==> config.mk <==
export PLATFORM = sky130hd
export DESIGN_NAME = uart_avl_master_bridge
export DESIGN_NICKNAME = d
export VERILOG_FILES = /design/src/rtl/uart_avl_master_bridge.sv
export SDC_FILE = /design/constraint.sdc
export NUM_CORES = 1
export LEC_CHECK = 0
export ABC_AREA = 1
export BUFFER_PORTS_ARGS = -buffer_cell sky130_fd_sc_hd__buf_4
export CAP_MARGIN = 20
export CORE_MARGIN = 8
export CORE_UTILIZATION = 60
export CTS_BUF_LIST = sky130_fd_sc_hd__clkbuf_4
export DETAILED_ROUTE_END_ITERATION = 7
export PLACE_DENSITY = 0.81
export SYNTH_ARGS = -nofsm -noshare
export SYNTH_HDL_FRONTEND = slang
export SYNTH_SLANG_ARGS = --single-unit
==> constraint.sdc <==
create_clock -name avl_clk_i -period 7.8 [get_ports avl_clk_i]
set_clock_uncertainty 0.1 [all_clocks]
set_input_delay 0.78 -clock avl_clk_i [delete_from_list [all_inputs] [get_ports avl_clk_i]]
set_output_delay 0.78 -clock avl_clk_i [all_outputs]
set_load 0.02 [all_outputs]
==> src/rtl/uart_avl_master_bridge.sv <==
// UART 8N1 command receiver that issues single Avalon-MM read/write transfers and replies on UART TX.
// Latency: transfer starts 1 cycle after the last command byte's stop sample; reply starts 1 cycle after completion.
// Backpressure: waitrequest stalls the transfer indefinitely; bytes arriving while a transfer or reply is in flight are dropped.
module uart_avl_master_bridge #(
    parameter int CLK_FREQ    = 50_000_000,
    parameter int BAUDRATE    = 9600,
    parameter int ADDR_W      = 14,
    parameter int RD_TIMEOUT  = 1024,
    parameter int GAP_TIMEOUT = 20
) (
    input  logic              avl_clk_i,
    input  logic              avl_reset_i,
    input  logic              rx_i,
    output logic              tx_o,
    output logic [ADDR_W-1:0] avl_address_o,
    output logic [3:0]        avl_byteenable_o,
    output logic              avl_write_o,
    output logic [31:0]       avl_writedata_o,
    output logic              avl_read_o,
    input  logic              avl_readdatavalid_i,
    input  logic [31:0]       avl_readdata_i,
    input  logic              avl_waitrequest_i,
    output logic              busy_o
);
    localparam int BITCYC  = CLK_FREQ / BAUDRATE;
    localparam int CW      = $clog2(BITCYC + 1);
    localparam int GAP_CYC = GAP_TIMEOUT * BITCYC;
    localparam int GW      = $clog2(GAP_CYC + 1);
    localparam int TW      = $clog2(RD_TIMEOUT + 1);
    localparam logic [CW-1:0] BIT_LAST  = CW'(BITCYC - 1);
    localparam logic [CW-1:0] HALF_LAST = CW'(BITCYC / 2 - 1);
    localparam logic [GW-1:0] GAP_END   = GW'(GAP_CYC);
    localparam logic [TW-1:0] RD_LAST   = TW'(RD_TIMEOUT - 1);
    localparam logic [7:0]    OP_WR = 8'h57;
    localparam logic [7:0]    OP_RD = 8'h52;

    typedef enum logic [1:0] {R_IDLE, R_START, R_DATA, R_STOP} r_state_t;
    typedef enum logic [2:0] {P_OP, P_ADDR, P_D0, P_D1, P_D2, P_D3} p_state_t;
    typedef enum logic [2:0] {M_IDLE, M_WR, M_RD, M_RDWAIT, M_RESP} m_state_t;

    logic rst_q1, rst_n;
    logic rx_s1, rx_s2, rx_d;
    r_state_t r_state, r_next;
    logic [CW-1:0] r_cnt;
    logic [2:0]    r_bit;
    logic [7:0]    r_sh;
    logic          rx_vld, rx_ferr, byte_ok, gap_to;
    p_state_t      p_state, p_next;
    m_state_t      m_state, m_next;
    logic          cmd_wr, go_wr, go_rd, resp_load, rd_cap, tx_load;
    logic [7:0]    resp_byte0;
    logic [2:0]    resp_n, resp_left;
    logic [39:0]   resp_buf;
    logic [GW-1:0] gap_cnt;
    logic [TW-1:0] rd_tmr;
    logic          tx_act;
    logic [9:0]    tx_sh;
    logic [CW-1:0] tx_cnt;
    logic [3:0]    tx_bits;

    // Reset asserts asynchronously everywhere but releases in step with the clock.
    always_ff @(posedge avl_clk_i or negedge avl_reset_i) begin
        if (!avl_reset_i) {rst_q1, rst_n} <= 2'b00;
        else              {rst_q1, rst_n} <= {1'b1, rst_q1};
    end

    always_ff @(posedge avl_clk_i or negedge rst_n) begin
        if (!rst_n) {rx_s1, rx_s2, rx_d} <= 3'b111;
        else        {rx_s1, rx_s2, rx_d} <= {rx_i, rx_s1, rx_s2};
    end

    always_comb begin
        r_next  = r_state;
        rx_vld  = 1'b0;
        rx_ferr = 1'b0;
        case (r_state)
            R_IDLE:  if (rx_d && !rx_s2) r_next = R_START;
            R_START: if (r_cnt == HALF_LAST) r_next = rx_s2 ? R_IDLE : R_DATA;
            R_DATA:  if (r_cnt == BIT_LAST && r_bit == 3'd7) r_next = R_STOP;
            R_STOP: begin
                if (r_cnt == BIT_LAST) begin
                    r_next  = R_IDLE;
                    rx_vld  = rx_s2;
                    rx_ferr = !rx_s2;
                end
            end
            default: r_next = R_IDLE;
        endcase
    end

    always_ff @(posedge avl_clk_i or negedge rst_n) begin
        if (!rst_n) begin
            r_state <= R_IDLE;
            r_cnt   <= '0;
            r_bit   <= '0;
            r_sh    <= '0;
        end else begin
            r_state <= r_next;
            if (r_state == R_IDLE || (r_state == R_START && r_cnt == HALF_LAST) || r_cnt == BIT_LAST)
                r_cnt <= '0;
            else
                r_cnt <= r_cnt + 1'b1;
            if (r_state == R_IDLE)
                r_bit <= '0;
            else if (r_state == R_DATA && r_cnt == BIT_LAST) begin
                r_sh  <= {rx_s2, r_sh[7:1]};
                r_bit <= r_bit + 1'b1;
            end
        end
    end

    assign byte_ok = rx_vld && (m_state == M_IDLE);
    assign gap_to  = (gap_cnt == GAP_END);
    assign tx_load = (m_state == M_RESP) && (resp_left != 3'd0) &&
                     (!tx_act || (tx_cnt == BIT_LAST && tx_bits == 4'd9));

    always_comb begin
        p_next     = p_state;
        m_next     = m_state;
        go_wr      = 1'b0;
        go_rd      = 1'b0;
        resp_load  = 1'b0;
        resp_byte0 = 8'h06;
        resp_n     = 3'd1;
        rd_cap     = 1'b0;
        if (rx_ferr || (gap_to && p_state != P_OP)) begin
            p_next = P_OP;
        end else if (byte_ok) begin
            case (p_state)
                P_OP:   if (r_sh == OP_WR || r_sh == OP_RD) p_next = P_ADDR;
                P_ADDR: begin
                    p_next = cmd_wr ? P_D0 : P_OP;
                    go_rd  = !cmd_wr;
                end
                P_D0:   p_next = P_D1;
                P_D1:   p_next = P_D2;
                P_D2:   p_next = P_D3;
                P_D3: begin
                    p_next = P_OP;
                    go_wr  = 1'b1;
                end
                default: p_next = P_OP;
            endcase
        end
        case (m_state)
            M_IDLE: begin
                if (go_wr)      m_next = M_WR;
                else if (go_rd) m_next = M_RD;
            end
            M_WR: begin
                if (!avl_waitrequest_i) begin
                    m_next    = M_RESP;
                    resp_load = 1'b1;
                end
            end
            M_RD, M_RDWAIT: begin
                // Data arriving in the accept cycle itself is taken straight away.
                if ((m_state == M_RDWAIT || !avl_waitrequest_i) && avl_readdatavalid_i) begin
                    m_next    = M_RESP;
                    resp_load = 1'b1;
                    resp_n    = 3'd5;
                    rd_cap    = 1'b1;
                end else if (m_state == M_RD && !avl_waitrequest_i) begin
                    m_next = M_RDWAIT;
                end else if (m_state == M_RDWAIT && rd_tmr == RD_LAST) begin
                    m_next     = M_RESP;
                    resp_load  = 1'b1;
                    resp_byte0 = 8'h15;
                end
            end
            M_RESP:  if (!tx_act && resp_left == 3'd0) m_next = M_IDLE;
            default: m_next = M_IDLE;
        endcase
    end

    always_ff @(posedge avl_clk_i or negedge rst_n) begin
        if (!rst_n) begin
            p_state         <= P_OP;
            m_state         <= M_IDLE;
            cmd_wr          <= 1'b0;
            avl_address_o   <= '0;
            avl_writedata_o <= '0;
            gap_cnt         <= '0;
            rd_tmr          <= '0;
            resp_buf        <= '0;
            resp_left       <= '0;
            tx_act          <= 1'b0;
            tx_sh           <= '1;
            tx_cnt          <= '0;
            tx_bits         <= '0;
        end else begin
            p_state <= p_next;
            m_state <= m_next;
            if (r_state != R_IDLE || p_state == P_OP) gap_cnt <= '0;
            else if (!gap_to)                         gap_cnt <= gap_cnt + 1'b1;
            if (byte_ok) begin
                case (p_state)
                    P_OP:                   cmd_wr          <= (r_sh == OP_WR);
                    P_ADDR:                 avl_address_o   <= ADDR_W'(r_sh);
                    P_D0, P_D1, P_D2, P_D3: avl_writedata_o <= {r_sh, avl_writedata_o[31:8]};
                    default: ;
                endcase
            end
            rd_tmr <= (m_state == M_RDWAIT) ? rd_tmr + 1'b1 : '0;
            if (resp_load) begin
                resp_buf  <= {(rd_cap ? avl_readdata_i : 32'h0), resp_byte0};
                resp_left <= resp_n;
            end
            if (tx_load) begin
                tx_sh     <= {1'b1, resp_buf[7:0], 1'b0};
                resp_buf  <= {8'h00, resp_buf[39:8]};
                resp_left <= resp_left - 1'b1;
                tx_act    <= 1'b1;
                tx_cnt    <= '0;
                tx_bits   <= '0;
            end else if (tx_act) begin
                if (tx_cnt == BIT_LAST) begin
                    tx_cnt <= '0;
                    if (tx_bits == 4'd9) begin
                        tx_act <= 1'b0;
                    end else begin
                        tx_sh   <= {1'b1, tx_sh[9:1]};
                        tx_bits <= tx_bits + 1'b1;
                    end
                end else begin
                    tx_cnt <= tx_cnt + 1'b1;
                end
            end
        end
    end

    assign tx_o             = tx_act ? tx_sh[0] : 1'b1;
    assign avl_write_o      = (m_state == M_WR);
    assign avl_read_o       = (m_state == M_RD);
    assign avl_byteenable_o = (avl_write_o || avl_read_o) ? 4'hF : 4'h0;
    assign busy_o           = (p_state != P_OP) || (m_state != M_IDLE);
endmodule

Word level (Yosys, flattened, before mapping)
Index checks and enable logic that the tools add are counted.
Storage, ports and cells
  register bits after elaboration: 177
  input port bits: 37
  output and inout port bits: 54
  logic and storage cells: 181
Operators by class
  add/subtract/negate cells: 7
  equal/unequal tests: 32
  mux-type cells: 70
  bitwise gates (word level): 1
  reduce and logical (&&, ||, !) cells: 49
Operator list (count)
  40-bit two-way mux: 2
  13-bit two-way mux: 4
  3-bit two-way mux: 16
  10-bit two-way mux: 4
  17-bit two-way mux: 2
  32-bit two-way mux: 1
  13-bit by 1-bit adder with 13-bit output, second input constant: 2
  13-bit == test, second input constant: 2
  1-bit two-way mux: 21
  4-bit two-way mux: 5
  5-bit two-way mux: 4
  17-bit by 1-bit adder with 17-bit output, second input constant: 1
  17-bit == test, second input constant: 1
  8-bit by 7-bit == test with 1-bit output, second input constant: 2
  3-bit one-hot mux with 5 select lines: 1
  13-bit by 12-bit == test with 1-bit output, second input constant: 1
  1-bit logical AND: 13
  3-bit by 2-bit == test with 1-bit output, second input constant: 4
  3-bit == test, second input constant: 4
  2-bit two-way mux: 6
  2-bit != test, second input constant: 6
  3-bit one-hot mux with 4 select lines: 1
  2-bit nonzero test: 6
  11-bit by 1-bit adder with 11-bit output, second input constant: 1
  25 further kinds: 49

Logic depth before layout (Yosys ltp)
  word-level depth: 9
  gate-level depth with buffers: 13
  gate-level depth less buffers: 13

Least setup slack after synthesis
OpenSTA, ideal clock, no wires.
  kind: reg-to-output
  start point: register m_state[0]
  end point: output port avl_byteenable_o[1]
  data arrival time: 1.573 ns
  required time: 6.920 ns
  path slack: 5.347 ns
  stages on the path, launching flop included: 5
  path buffers: 1
  cell sequence: dfrtp_1 > inv_1 > nor3_1 > or2_2 > buf_4
Between the ends
  word-level cells in the longest chain between the ends: 3
Ends and longest elaborated chain
  from (decl): line 49  | m_state_t m_state, m_next;
  from (signal assigned): line 193  | m_state <= m_next;
  3-bit by 1-bit == test with 1-bit output: line 233  | assign avl_write_o = (m_state == M_WR);
  via avl_write_o: line 17  | output logic avl_write_o,
  1-bit logical OR: line 235  | assign avl_byteenable_o = (avl_write_o || avl_read_o) ? 4'hF : 4'h0;
  4-bit two-way mux: line 235
  to (decl): line 16  | output logic [3:0] avl_byteenable_o,
The timed path passes the listed nets, and every way through them passes these cells.

Final worst setup path
  start point: register m_state[0]
  end point: output port avl_byteenable_o[1]
Between the ends
  word-level cells in the longest chain between the ends: 3
Ends and longest elaborated chain (line)
  3-bit by 1-bit == test with 1-bit output / 3-bit by 2-bit == test with 1-bit output (equally long branches): 233, 234
  1-bit logical OR (*): 235
  4-bit two-way mux (*): 235
Every way passes the cells marked *; elsewhere a longest branch is shown, timed or not.

==> impl_metrics.py <==
metrics = {
    "synthesis": {
        "async_reset_ff_frac": 1.00,
        "ys_types": 48,
        "synth_area_sq_um": 8450,
        "synth_cells": 988,
        "yosys_warnings": 0,
        "synth_xor_area_frac": 0.0114,
        "yosys.area.top_type_share": 0.486,
        "yosys.area_share.simple": 0.247,
        "ys.flop_type": "dfrtp_1",
        "synth_compound_area_frac": 0.0734,
        "synth_top_family_by_area": "simple AND/OR/NAND/NOR gates",
        "synth_seq_cells": 176,
        "synth_fa_ha_area_frac": 0.0163,
        "synthTopCellsByArea": "dfrtp_1, nand2_1, inv_1",
        "synth-edff-count": 0,
        "muxShareOfSynthArea": 0.0438,
        "seq_area_frac_synth": 0.523,
        "synth_top_area_cell": "dfrtp_1",
        "syn_area_per_cell_sq_um": 8.55,
    },
    "floorplanning": {
        "dieWidth_um": 135,
        "die_area_sq_um": 18100,
        "ios": 91,
        "initial_core_util": 0.611,
        "fp-row-count": 43,
        "die_y_um": 135,
        "core-area_sq_um": 13800,
    },
    "placement": {
        "place_area_sq_um": 9120,
        "place.detailed.hpwl_um": 11800,
        "gp_congestion": 0.875,
        "io_buffers": 84,
    },
    "worst_hold_path": {
        "hold_path_class": "register to async pin",
    },
    "power_and_ir_drop": {
        "peakVddDrop_v": 0.000109,
        "p_per_area_nw_per_um2": 172,
        "internal_power_mw": 1.22,
        "switchingPower_uw": 409,
        "p_seq_frac": 0.581,
        "p_clk_frac": 0.357,
        "p_sw_frac": 0.251,
        "combPwrFrac": 0.063,
        "p_leak_nw": 4.75,
        "p_total_mw": 1.63,
    },
    "critical_path": {
        "worstPathMaxFanout": 5,
        "end_kind": "output port",
        "r2r-start": "tx_cnt[0]$_DFFE_PN0P_",
        "rr_worst_depth": 10,
        "worst_ep_arrival_time_ns": 2.03,
        "startpoint": "m_state[0]$_DFFE_PN0P_",
        "start_kind": "register",
        "critPathRequiredTime_ns": 6.92,
        "crit_type": "register to output port",
    },
    "global_routing": {
        "gr-total-overflow": 0,
        "grt_pass1_vias": 6279,
        "grt_max_degree": 77,
        "grt_pass1_wl_um": 29000,
        "grt_use_total": 0.192,
        "antenna_found_initial": 1,
    },
    "clock_tree": {
        "cts_sinks": 176,
        "htreeDepth": 4,
        "clock_latency_ns": 0.56,
        "cts_tree": "built",
        "cts.clk_slew.worst_paths_ns": 0.15,
        "numCtsBuffers": 17,
        "root_buffer": "clkbuf_4",
        "post_cts_buffers": 0,
        "clockBufferDepth": 2,
    },
    "timing": {
        "post-route-period-util": 0.373,
        "min_period_ns": 2.91,
        "drv_slew": 0,
        "worst_pin_slew_ns": 0.940,
        "slew_headroom": 0.373,
        "final.setup.tns_ns": 0,
        "worst_hold_slack_ns": 0.175,
        "setup-violations-final": 0,
        "rsz0062_at_grt": "false",
        "timing.final.hold_violations": 0,
        "fmax_ghz": 0.344,
    },
    "cells_and_area": {
        "utilization": 0.686,
        "nNetsFinal": 1114,
        "drive_gt1_frac": 0.169,
        "stdcell_area_sq_um": 9490,
        "syn_to_final_growth_pct": 12.3,
    },
    "route": {
        "firstDrtPassIters": 5,
        "drt_iter0_drc": 398,
        "drcViolationCount": 0,
        "vias": 6499,
        "routed_wl_um": 16700,
        "avgViaCountPerCell": 5.16,
        "post_drt_wl_per_cell_um": 13.2,
        "ant_nets": 0,
    },
    "outcome": {
        "outcome": "complete, no violations",
    },
    "run": {
        "drv_cap": 0,
    },
}
-- through the flow --
step / worst slack, ns / cells
floorplan: 2.45 / 993
global placement: 5.08 / 1225
detailed placement: 4.99 / 1225
CTS: 4.88 / 1258
global route: 4.77 / 1260
finish: 4.89 / 1260
-- logic make-up (layout without fill, tap and decap cells) --
logic type                 after synthesis  in the layout
xor gates and xnor gates                11             11
DFF                                    176            176
muxes                                   25             25
AOI/OAI and AO/OA                      118            118
buffers and inverters                  163            249
adders and majority gates               11             11
and+or+nand+nor                        482            482
other                                    2              8
-- routing by layer --
metal / track usage / routed length [um] / vias to the layer above
li1: - / - / 3293
met2: 0.301 / 7740 / 135
met4: 0.0593 / 229 / 0
met1: 0.258 / 7880 / 3051
met3: 0.0464 / 812 / 20
met5: 0 / 0 / -
-- worst max-delay path: stages (launching register included) --
cell and delay, ns:
dfrtp_1 0.48, inv_1 0.08, nor3_1 0.51, or2_2 0.26, buf_4 0.14
-- sequential cells by signal, indices dropped and copies added, names as in the netlist, 8 cells and up, named ones only --
register and flops:
avl_address_o 8, resp_buf 40, gap_cnt 17, rd_tmr 11
avl_writedata_o 32, r_cnt 13, tx_cnt 13, tx_sh 9
r_sh 8
-- cell usage in the layout (no fill, tap or decap), types with 3 or more instances in the layout --
cell type,n
nor4_1,9
buf_4,86
bufinv_16,4
nand2_1,292
ha_1,11
a21oi_1,31
conb_1,7
dfstp_2,12
inv_2,8
inv_1,121
clkinv_2,3
nor2_1,73
clkbuf_4,17
nor3_1,25
o21ai_0,73
mux2_4,24
nor2_4,3
nand4_1,17
xor2_1,10
nand3_1,43
dfrtp_1,163
-- final cells by class --
type                            count  area, sq um
Sequential cell                   176         4420
Fill cell                        1127         4340
Multi-Input combinational cell    654         3340
Timing Repair Buffer               88          676
Inverter                          129          484
Tap cell                          180          225
Clock inverter                     15          208
Clock buffer                       17          128
Antenna cell                        1         2.50
-- worst paths after layout --
check / end / slack (ns)
max in group asynchronous: avl_writedata_o[8]$_DFFE_PN0P_ / 6.10
min in group avl_clk_i: rx_s1$_DFF_PN1_ / 0.22
worst min-delay path: resp_buf[39]$_DFFE_PN0P_ / 0.17
worst max register to register: tx_sh[7]$_DFFE_PN1P_ / 5.09
worst min register to register: resp_buf[39]$_DFFE_PN0P_ / 0.17
worst max-delay path: avl_byteenable_o[1] / 4.89
-- power by group through the flow --
stage	Sequential [mW]	Clock (mW)	Combinational, mW
2_1_floorplan	0.966	0	0.0679
3_3_place_gp	0.963	0	0.103
3_5_place_dp	0.964	0	0.104
4_1_cts	0.947	0.597	0.105
5_1_grt	0.950	0.634	0.117
6_report	0.947	0.582	0.102
-- cell usage after synthesis (2+ instances only) --
library cell and instances:
nand2_1 292, dfrtp_1 164, inv_1 121, nor2_1 73, o21ai_0 73, nand3_1 43
a21oi_1 31, nor3_1 25, mux2_4 24, nand4_1 17, dfstp_2 12, buf_4 11
ha_1 11, xor2_1 10, nor4_1 9, buf_2 8, clkbuf_1 8, inv_2 8
buf_6 6, nor2_4 3, a31oi_1 2, and3_1 2, conb_1 2, nand2_2 2
nand2_4 2, nand3b_1 2, nor2_2 2, nor3_2 2, o21ai_1 2, o31ai_1 2
or2_2 2
-- what timing repair did --
action                                  in CTS  in global routing
gates resized for setup                      0                  0
hold buffers                                 1                  0
endpoints found under the setup margin       0                  0
hold endpoints to repair                     2                  0
(Power assumes the default switching activity.)
